`src/rtl/hazard_scoreboard_pkg.sv`:
```
// Shared encodings for the hazard scoreboard: forwarding mux selects and result-source codes.
package hazard_pkg;

  typedef enum logic [1:0] {
    FWD_NONE = 2'b00,
    FWD_WB   = 2'b01,
    FWD_MEM  = 2'b10
  } fwd_e;

  localparam logic [1:0] RESSRC_LOAD = 2'b01;

endpackage

```
`src/rtl/hazard_scoreboard_md_tracker.sv`:
```
// Tracks the single in-flight multicycle op; mdDone is combinational, MD_LAT-1 cycles after issue.
// Issue is refused while busy, including on the mdDone cycle.
module md_tracker
  import hazard_pkg::*;
#(
  parameter int REG_AW = 5,
  parameter int MD_LAT = 8,
  parameter int CNT_W  = $clog2(MD_LAT)
) (
  input  logic              clk,
  input  logic              rst_n,
  input  logic              mdStartE,
  input  logic [REG_AW-1:0] rdE,
  output logic              mdBusy,
  output logic              mdDone,
  output logic [REG_AW-1:0] mdRd
);

  localparam logic [CNT_W-1:0] CNT_LOAD = CNT_W'(MD_LAT - 2);

  logic              busy_q, busy_d;
  logic [CNT_W-1:0]  cnt_q, cnt_d;
  logic [REG_AW-1:0] rd_q, rd_d;

  always_ff @(posedge clk or negedge rst_n) begin
    if (!rst_n) begin
      busy_q <= 1'b0;
      cnt_q  <= '0;
      rd_q   <= '0;
    end else begin
      busy_q <= busy_d;
      cnt_q  <= cnt_d;
      rd_q   <= rd_d;
    end
  end

  always_comb begin
    busy_d = busy_q;
    cnt_d  = cnt_q;
    rd_d   = rd_q;
    if (!busy_q) begin
      if (mdStartE) begin
        busy_d = 1'b1;
        cnt_d  = CNT_LOAD;
        rd_d   = rdE;
      end
    end else if (cnt_q != '0) begin
      cnt_d = cnt_q - 1'b1;
    end else begin
      busy_d = 1'b0;
    end
  end

  assign mdBusy = busy_q;
  assign mdDone = busy_q && (cnt_q == '0);
  assign mdRd   = rd_q;

  // A second issue while occupied is dropped; upstream stalls should make this unreachable.
  start_while_busy: assert property (@(posedge clk) disable iff (!rst_n) !(mdStartE && busy_q))
    else $error("mdStartE ignored while multicycle unit busy");

endmodule

```
`src/rtl/hazard_scoreboard.sv`:
```
// Forwarding selects and stall/flush controls for a 5-stage pipeline with one multicycle unit.
// Purely combinational except the multicycle tracker; stalls hold F/D and bubble E.
module hazard_scoreboard
  import hazard_pkg::*;
#(
  parameter int REG_AW = 5,
  parameter int MD_LAT = 8,
  parameter int CNT_W  = $clog2(MD_LAT)
) (
  input  logic              clk,
  input  logic              rst_n,
  input  logic [REG_AW-1:0] rs1D,
  input  logic [REG_AW-1:0] rs2D,
  input  logic [REG_AW-1:0] rdD,
  input  logic              regWriteD,
  input  logic              mdOpD,
  input  logic [REG_AW-1:0] rs1E,
  input  logic [REG_AW-1:0] rs2E,
  input  logic [REG_AW-1:0] rdE,
  input  logic              regWriteE,
  input  logic              mdStartE,
  input  logic [1:0]        resultSrcE,
  input  logic [REG_AW-1:0] rdM,
  input  logic              regWriteM,
  input  logic [REG_AW-1:0] rdW,
  input  logic              regWriteW,
  input  logic              pcSrcE,
  output logic [1:0]        forwardAE,
  output logic [1:0]        forwardBE,
  output logic              stallF,
  output logic              stallD,
  output logic              flushD,
  output logic              flushE,
  output logic              mdBusy,
  output logic              mdDone,
  output logic [REG_AW-1:0] mdRd
);

  logic lwStall, mdStall, mdRaw, mdWaw;

  md_tracker #(.REG_AW(REG_AW), .MD_LAT(MD_LAT), .CNT_W(CNT_W)) u_md_tracker (
    .clk      (clk),
    .rst_n    (rst_n),
    .mdStartE (mdStartE),
    .rdE      (rdE),
    .mdBusy   (mdBusy),
    .mdDone   (mdDone),
    .mdRd     (mdRd)
  );

  // M is the younger producer, so it wins over W.
  always_comb begin
    forwardAE = FWD_NONE;
    if (regWriteM && (rs1E == rdM) && (rs1E != '0))      forwardAE = FWD_MEM;
    else if (regWriteW && (rs1E == rdW) && (rs1E != '0)) forwardAE = FWD_WB;

    forwardBE = FWD_NONE;
    if (regWriteM && (rs2E == rdM) && (rs2E != '0))      forwardBE = FWD_MEM;
    else if (regWriteW && (rs2E == rdW) && (rs2E != '0)) forwardBE = FWD_WB;
  end

  assign lwStall = (resultSrcE == RESSRC_LOAD) && regWriteE && (rdE != '0) &&
                   ((rdE == rs1D) || (rdE == rs2D));

  // Only the x0 source match is suppressed; WAW and structural checks still see mdRd==0.
  assign mdRaw   = (mdRd != '0) && ((mdRd == rs1D) || (mdRd == rs2D));
  assign mdWaw   = regWriteD && (rdD == mdRd);
  assign mdStall = mdBusy && !mdDone && (mdRaw || mdWaw || mdOpD);

  assign stallF = lwStall | mdStall;
  assign stallD = lwStall | mdStall;
  assign flushD = pcSrcE;
  assign flushE = lwStall | mdStall | pcSrcE;

endmodule

```
`config.mk`:
```
export PLATFORM = sky130hd
export DESIGN_NAME = hazard_scoreboard
export DESIGN_NICKNAME = d
export VERILOG_FILES = /design/src/rtl/hazard_scoreboard_pkg.sv /design/src/rtl/hazard_scoreboard_md_tracker.sv /design/src/rtl/hazard_scoreboard.sv
export SDC_FILE = /design/constraint.sdc
export NUM_CORES = 1
export LEC_CHECK = 0
export CAP_MARGIN = 10
export CORE_MARGIN = 2
export CORE_UTILIZATION = 36
export CTS_CLUSTER_SIZE = 20
export DETAILED_ROUTE_END_ITERATION = 8
export PLACE_DENSITY = 0.88
export SYNTH_ARGS = -nofsm -noshare
export SYNTH_HDL_FRONTEND = slang
export SYNTH_HIERARCHICAL = 1
export SYNTH_SLANG_ARGS = --single-unit
```
`constraint.sdc`:
```
create_clock -name clk -period 3 [get_ports clk]
set_input_delay 0.75 -clock clk [delete_from_list [all_inputs] [get_ports clk]]
set_output_delay 0.75 -clock clk [all_outputs]
set_load 0.005 [all_outputs]
```
## After elaboration in Yosys (flattened, before gate mapping)

Index checks and enable logic that the tools add are counted.
Widths: inputs -> output; s select.

- Muxes and demuxes: 10
- Bitwise operators: 3
- Equality and inequality tests: 11
- Reduce and logical (&&, ||, !) cells: 30
- Add/subtract/negate cells: 1

Operator list:

| cell | number |
|---|---|
| $eq 5x5->1 | 9 |
| $reduce_bool 5->1 | 4 |
| $logic_and 1x1->1 | 16 |
| $mux 3 | 3 |
| $mux 1 | 5 |
| $logic_or 1x1->1 | 4 |
| $mux 2 | 2 |
| $reduce_and 2->1 | 2 |
| $logic_not 3->1 | 1 |
| $reduce_bool 3->1 | 1 |
| $sub 3x1->3 const B | 1 |
| $eq 2x1->1 const B | 1 |
| $ne 2x2->1 const B | 1 |
| $or 1x1->1 | 2 |
| $reduce_bool 2->1 | 1 |
| $logic_not 1->1 | 1 |
| $not 1->1 | 1 |

- Logic and storage cells: 58
- Input bits: 51
- Output and inout bits: 15
- Register bits after elaboration: 9

## Depth between registers and ports, before layout

- Depth in word-level cells: 8
- Depth in mapped cells: 7
- Gate-level depth less buffers: 6

## By module

Netlist, hierarchy kept.

Modules (own cells, without submodules):

| module | instances | seq. area each (um^2) | cells an instance | area an instance (um^2) |
|---|---|---|---|---|
| hazard_scoreboard | 1 | 0.0 | 82 | 609.3 |
| md_tracker | 1 | 225.2 | 31 | 395.4 |

## Least setup slack after synthesis

OpenSTA, ideal clock, no wires.

- Kind: in2out
- Start: in rs1E[1]
- End: out forwardAE[0]
- Data required time: 2250 ps
- Arrival time: 1771 ps
- Path slack: 479 ps
- Cell stages on the path: 4
- Buffers on the path: 0
- Path through: or4_1 nor2_1 nor4_1 nor4_1

- Word-level cells in the longest chain between the ends: 5
- Elaborated cells on any way between the ends: 9
- Classes of those cells: 2 x eq/ne; 2 x mux; 5 x reduce/logical

RTL lines:

| what | line | text |
|---|---|---|
| start: declaration | hazard_scoreboard.sv:17 | `input logic [REG_AW-1:0] rs1E,` |
| $eq 5x5->1 | hazard_scoreboard.sv:55 | `else if (regWriteW && (rs1E == rdW) && (rs1E != '0)) forwardAE = FWD_WB;` |
| $logic_and 1x1->1 (2 in a row) | hazard_scoreboard.sv:55 |  |
| $mux 1 | hazard_scoreboard.sv:55 |  |
| $mux 2 * | hazard_scoreboard.sv:54 | `if (regWriteM && (rs1E == rdM) && (rs1E != '0)) forwardAE = FWD_MEM;` |
| end: declaration | hazard_scoreboard.sv:28 | `output logic [1:0] forwardAE,` |

Mark *: on every way between the ends. The rest lies on a longest branch, timed or not.

## Worst setup path in the final report

- Start: in rdD[4]
- End: out flushE

- Word-level cells in the longest chain between the ends: 7

RTL lines:

| what | line | text |
|---|---|---|
| start: declaration | hazard_scoreboard.sv:14 | `input logic [REG_AW-1:0] rdD,` |
| $eq 5x5->1 | hazard_scoreboard.sv:67 | `assign mdWaw = regWriteD && (rdD == mdRd);` |
| $logic_and 1x1->1 | hazard_scoreboard.sv:67 |  |
| $logic_or 1x1->1 (2 in a row) | hazard_scoreboard.sv:68 | `assign mdStall = mdBusy && !mdDone && (mdRaw \|\| mdWaw \|\| mdOpD);` |
| $logic_and 1x1->1 | hazard_scoreboard.sv:68 |  |
| $or 1x1->1 (2 in a row) | hazard_scoreboard.sv:73 | `assign flushE = lwStall \| mdStall \| pcSrcE;` |
| end: declaration | hazard_scoreboard.sv:33 | `output logic flushE,` |

Every way passes these cells.

==> results <==
path summary, 6_finish.rpt:
kind / slack, ns / end / cells after the start / startpoint
worst max register to register: 1.73 / u_md_tracker/mdRd[1] / 2 / u_md_tracker/mdBusy
worst min register to register: 0.50 / u_md_tracker/cnt_q[1] / 1 / u_md_tracker/cnt_q[1]
worst max-delay path: 0.04 / flushE / 7 / rdD[4]
max in group asynchronous: 1.94 / u_md_tracker/mdBusy / 1 / rst_n
min in group asynchronous: 0.78 / u_md_tracker/mdRd[2] / 1 / rst_n
worst min-delay path: 0.50 / u_md_tracker/cnt_q[1] / 1 / u_md_tracker/cnt_q[1]
registers in the layout, summed over array words and instances (netlist names):
signal	count
u_md_tracker/cnt_q	3
u_md_tracker/mdBusy	1
u_md_tracker/mdRd	5
worst max-delay path, delay by kind of cell:
kind            cells  cell delay [ns]
simple gates        2             0.42
compound gates      2             0.32
buf+inv             2             0.54
xor+xnor            1             0.17
timing repair:
item | in CTS | in global routing
gates resized for setup | 45 | 8
pin swaps | 14 | 7
buffers inserted | 2 | 0
endpoints found under the setup margin | 7 | 5
hold endpoints to repair | 0 | 0
cell type report:
| type | instances | area, sq um |
|---|---|---|
| fillers | 194 | 751 |
| well taps | 31 | 38.8 |
| clock inverters | 1 | 5.00 |
| inverters | 4 | 15.0 |
| multi-input cells | 98 | 850 |
| clock buffers | 3 | 22.5 |
| repair buffers | 90 | 803 |
| flip-flops and latches | 9 | 225 |
per-stage QoR:
stage / worst slack (ns) / total power, mW
floorplan: 0.479 / 0.569
global placement: -0.433 / 0.885
detailed placement: -0.516 / 0.912
CTS: 0.0287 / 1.03
global route: -0.0174 / 1.12
finish: 0.0408 / 1.05
power groups by stage:
stage	combinational [mW]	sequential [mW]	clock, mW
floorplan	0.301	0.269	0
global placement	0.647	0.239	0
detailed placement	0.669	0.243	0
CTS	0.692	0.246	0.0966
global route	0.765	0.254	0.101
finish	0.706	0.247	0.0950
kinds of logic after synthesis:
family	count (synthesis)
compound gates	7
xor+xnor	45
fa+ha+maj	2
buf+inv	6
flops	9
mux	5
simple gates	39
cell usage after synthesis (3+ instances only):
cell type  number
xnor2_1        29
xor2_1         16
dfrtp_1         9
nor4_1          7
nand3_1         6
mux2_2          5
nor2_1          5
inv_1           4
nand2_1         4
nand4_1         4
nor3_1          3
or4_1           3
metal layers:
layer,GRT usage [%],vias up,part of all wire [%],wire length (microns)
li1,-,586,-,-
met1,25.0,571,38,1390
met2,46.2,56,55,2040
met3,4.61,9,5.3,198
met4,3.32,0,2.0,74
met5,0,-,0,0
==> results.md <==
* Status: finished clean
* Final setup vio count at 0
* Synth Flop Type: dfrtp_1
* Post-Syn Instances at 113
* Main combinational cell family by area after synthesis: XOR/XNOR gates
* Ratio of cells with drive above 1 in the final layout at 26.8%
* CTS Buf Count at 3
* Critical-path cell list: clkdlybuf4s50_1 > xor2_1 > nor4_1 > a31o_2 > o311ai_4 > nand3b_1 > buf_2
* CP max-delay cell: clkdlybuf4s50_1
* Worst rel slew slack at between 70 and 80%
* Area Overhead vs Synth at 95.0%
* Remaining global-route overflow at 0
* Synth Area in XOR/XNOR at about two fifths
* Endpoints failing hold at 0
* Vert. Die Dim at ~57 microns
* DR vias/cell at between 5 and 6
* CTS Hold Bufs at 0
* Clock period minus final worst setup slack at slightly below 3 ns
* First-pass GRT wire length at a little under 6000 microns
* Fmax at 338 MHz
* WS Path Type: input pin to output port
* Port Buffer Count at 65
* Worst-margin pin slew at 0.400 ns
* CTS max path bufs at 2
* Worst Skew at between 0.004 and 0.005 ns
* Clk Latency, worst-skew pair at between 0.2 and 0.3 ns
* Total Routing Usage GR at between 20% and 30%
* Total nets after synthesis at 166
* DRT Pass-1 Iters at 4
* Final net count at roughly 260
* Clock Pin Slew Worst Setup and Hold Paths at ~0.06 ns
* Synth Area in Compound Gates at between 5 and 6%
* Adder-cell share of the synthesized area at under 10%
* Synth warn at 6
* Iter 0 DRT Violations at 45
* Clock share of power at 9.1%
* Maxcap violations at 0
* Routed vias at ~1200
* Leakage power at ~0.80 nW
* Starting density of the core at between 30% and 40%
* FFs w/ async S/R, synth at 100%
* Fin Setup TNS at 0 ns
* Routability cong. at slightly below 0.9
* Power Density at ~530 nW/um^2
* Yosys reg bits at 9
* Pin count of the biggest net entering global routing at 10
* Diode count at 0
* Root Buffer: clkbuf_4
* Logic pwr share at approximately two thirds
* DR DRC count at 0
* Finished Layout Cells at 236
* Min-Delay Path Class: register to register
* Worst Path Arrival at roughly 2.2 ns
* Vias in the first global route at between 1000 and 1500
* Max-slew violations at 0
* Switching share of power at 40.2%
* IO Pins at 66
* CTS tree: yes
* Worst vdd ir at 0.000609 V
* Cell area after synthesis at around 1000 sq um
* Finished layout cell area at just under 2000 sq um
* Worst Setup End Kind: output port
* Mux share of post-synthesis cell area at 5.60%
* Synth area leaders: xnor2_1, dfrtp_1, xor2_1
* Commonest non-fill, non-tap cell in the layout: clkdlybuf4s50_1
* Cell type with the largest total area after synthesis: xnor2_1
* Worst hold slack at 0.505 ns
* Sequential fraction of the synthesis area at 22.4%
* Post-Synth Simple-Gate Area at about 22%
* Initial antenna violation count at 0
* Synth unique cells at 27
* Crit Path Max Fanout at 2
* Total die area at approximately 3200 sq um
* Worst path max stage delay at roughly 0.43 ns
* Post-placement cell area at ~1900 sq um
* Core footprint at between 2000 and 3000 sq um
* Die X-Extent at 56.8 microns
* Share of the synthesized area in the top cell type at 25.3%
* DP HPWL at around 2900 microns
* Reg power frac at roughly a quarter
* Row count at 19
* Detail Route Antenna Nets at 0
* Most frequent cells in the layout: clkdlybuf4s50_1, xnor2_1, buf_4, xor2_1, dlygate4sd2_1
* Period utilization at roughly 99%
* DR WL/cell at between 15 and 20 microns
* CP Launch Type: input pin
* Final WL at between 3000 and 4000 microns
* Data required, critical path at between 2 and 2.5 ns
* Mean Syn Cell Area at 8.89 sq um
* Final core utilization at between 70% and 80%
* Sw Pwr at about 0.42 mW
* CTS H-Tree Depth at 1
* Placed Instances at about 230
* # clock sinks at 9
* Pint at about 0.63 mW
* Post-synth EDFFs at 0
Note: power is estimated with default switching activity, not from simulation.
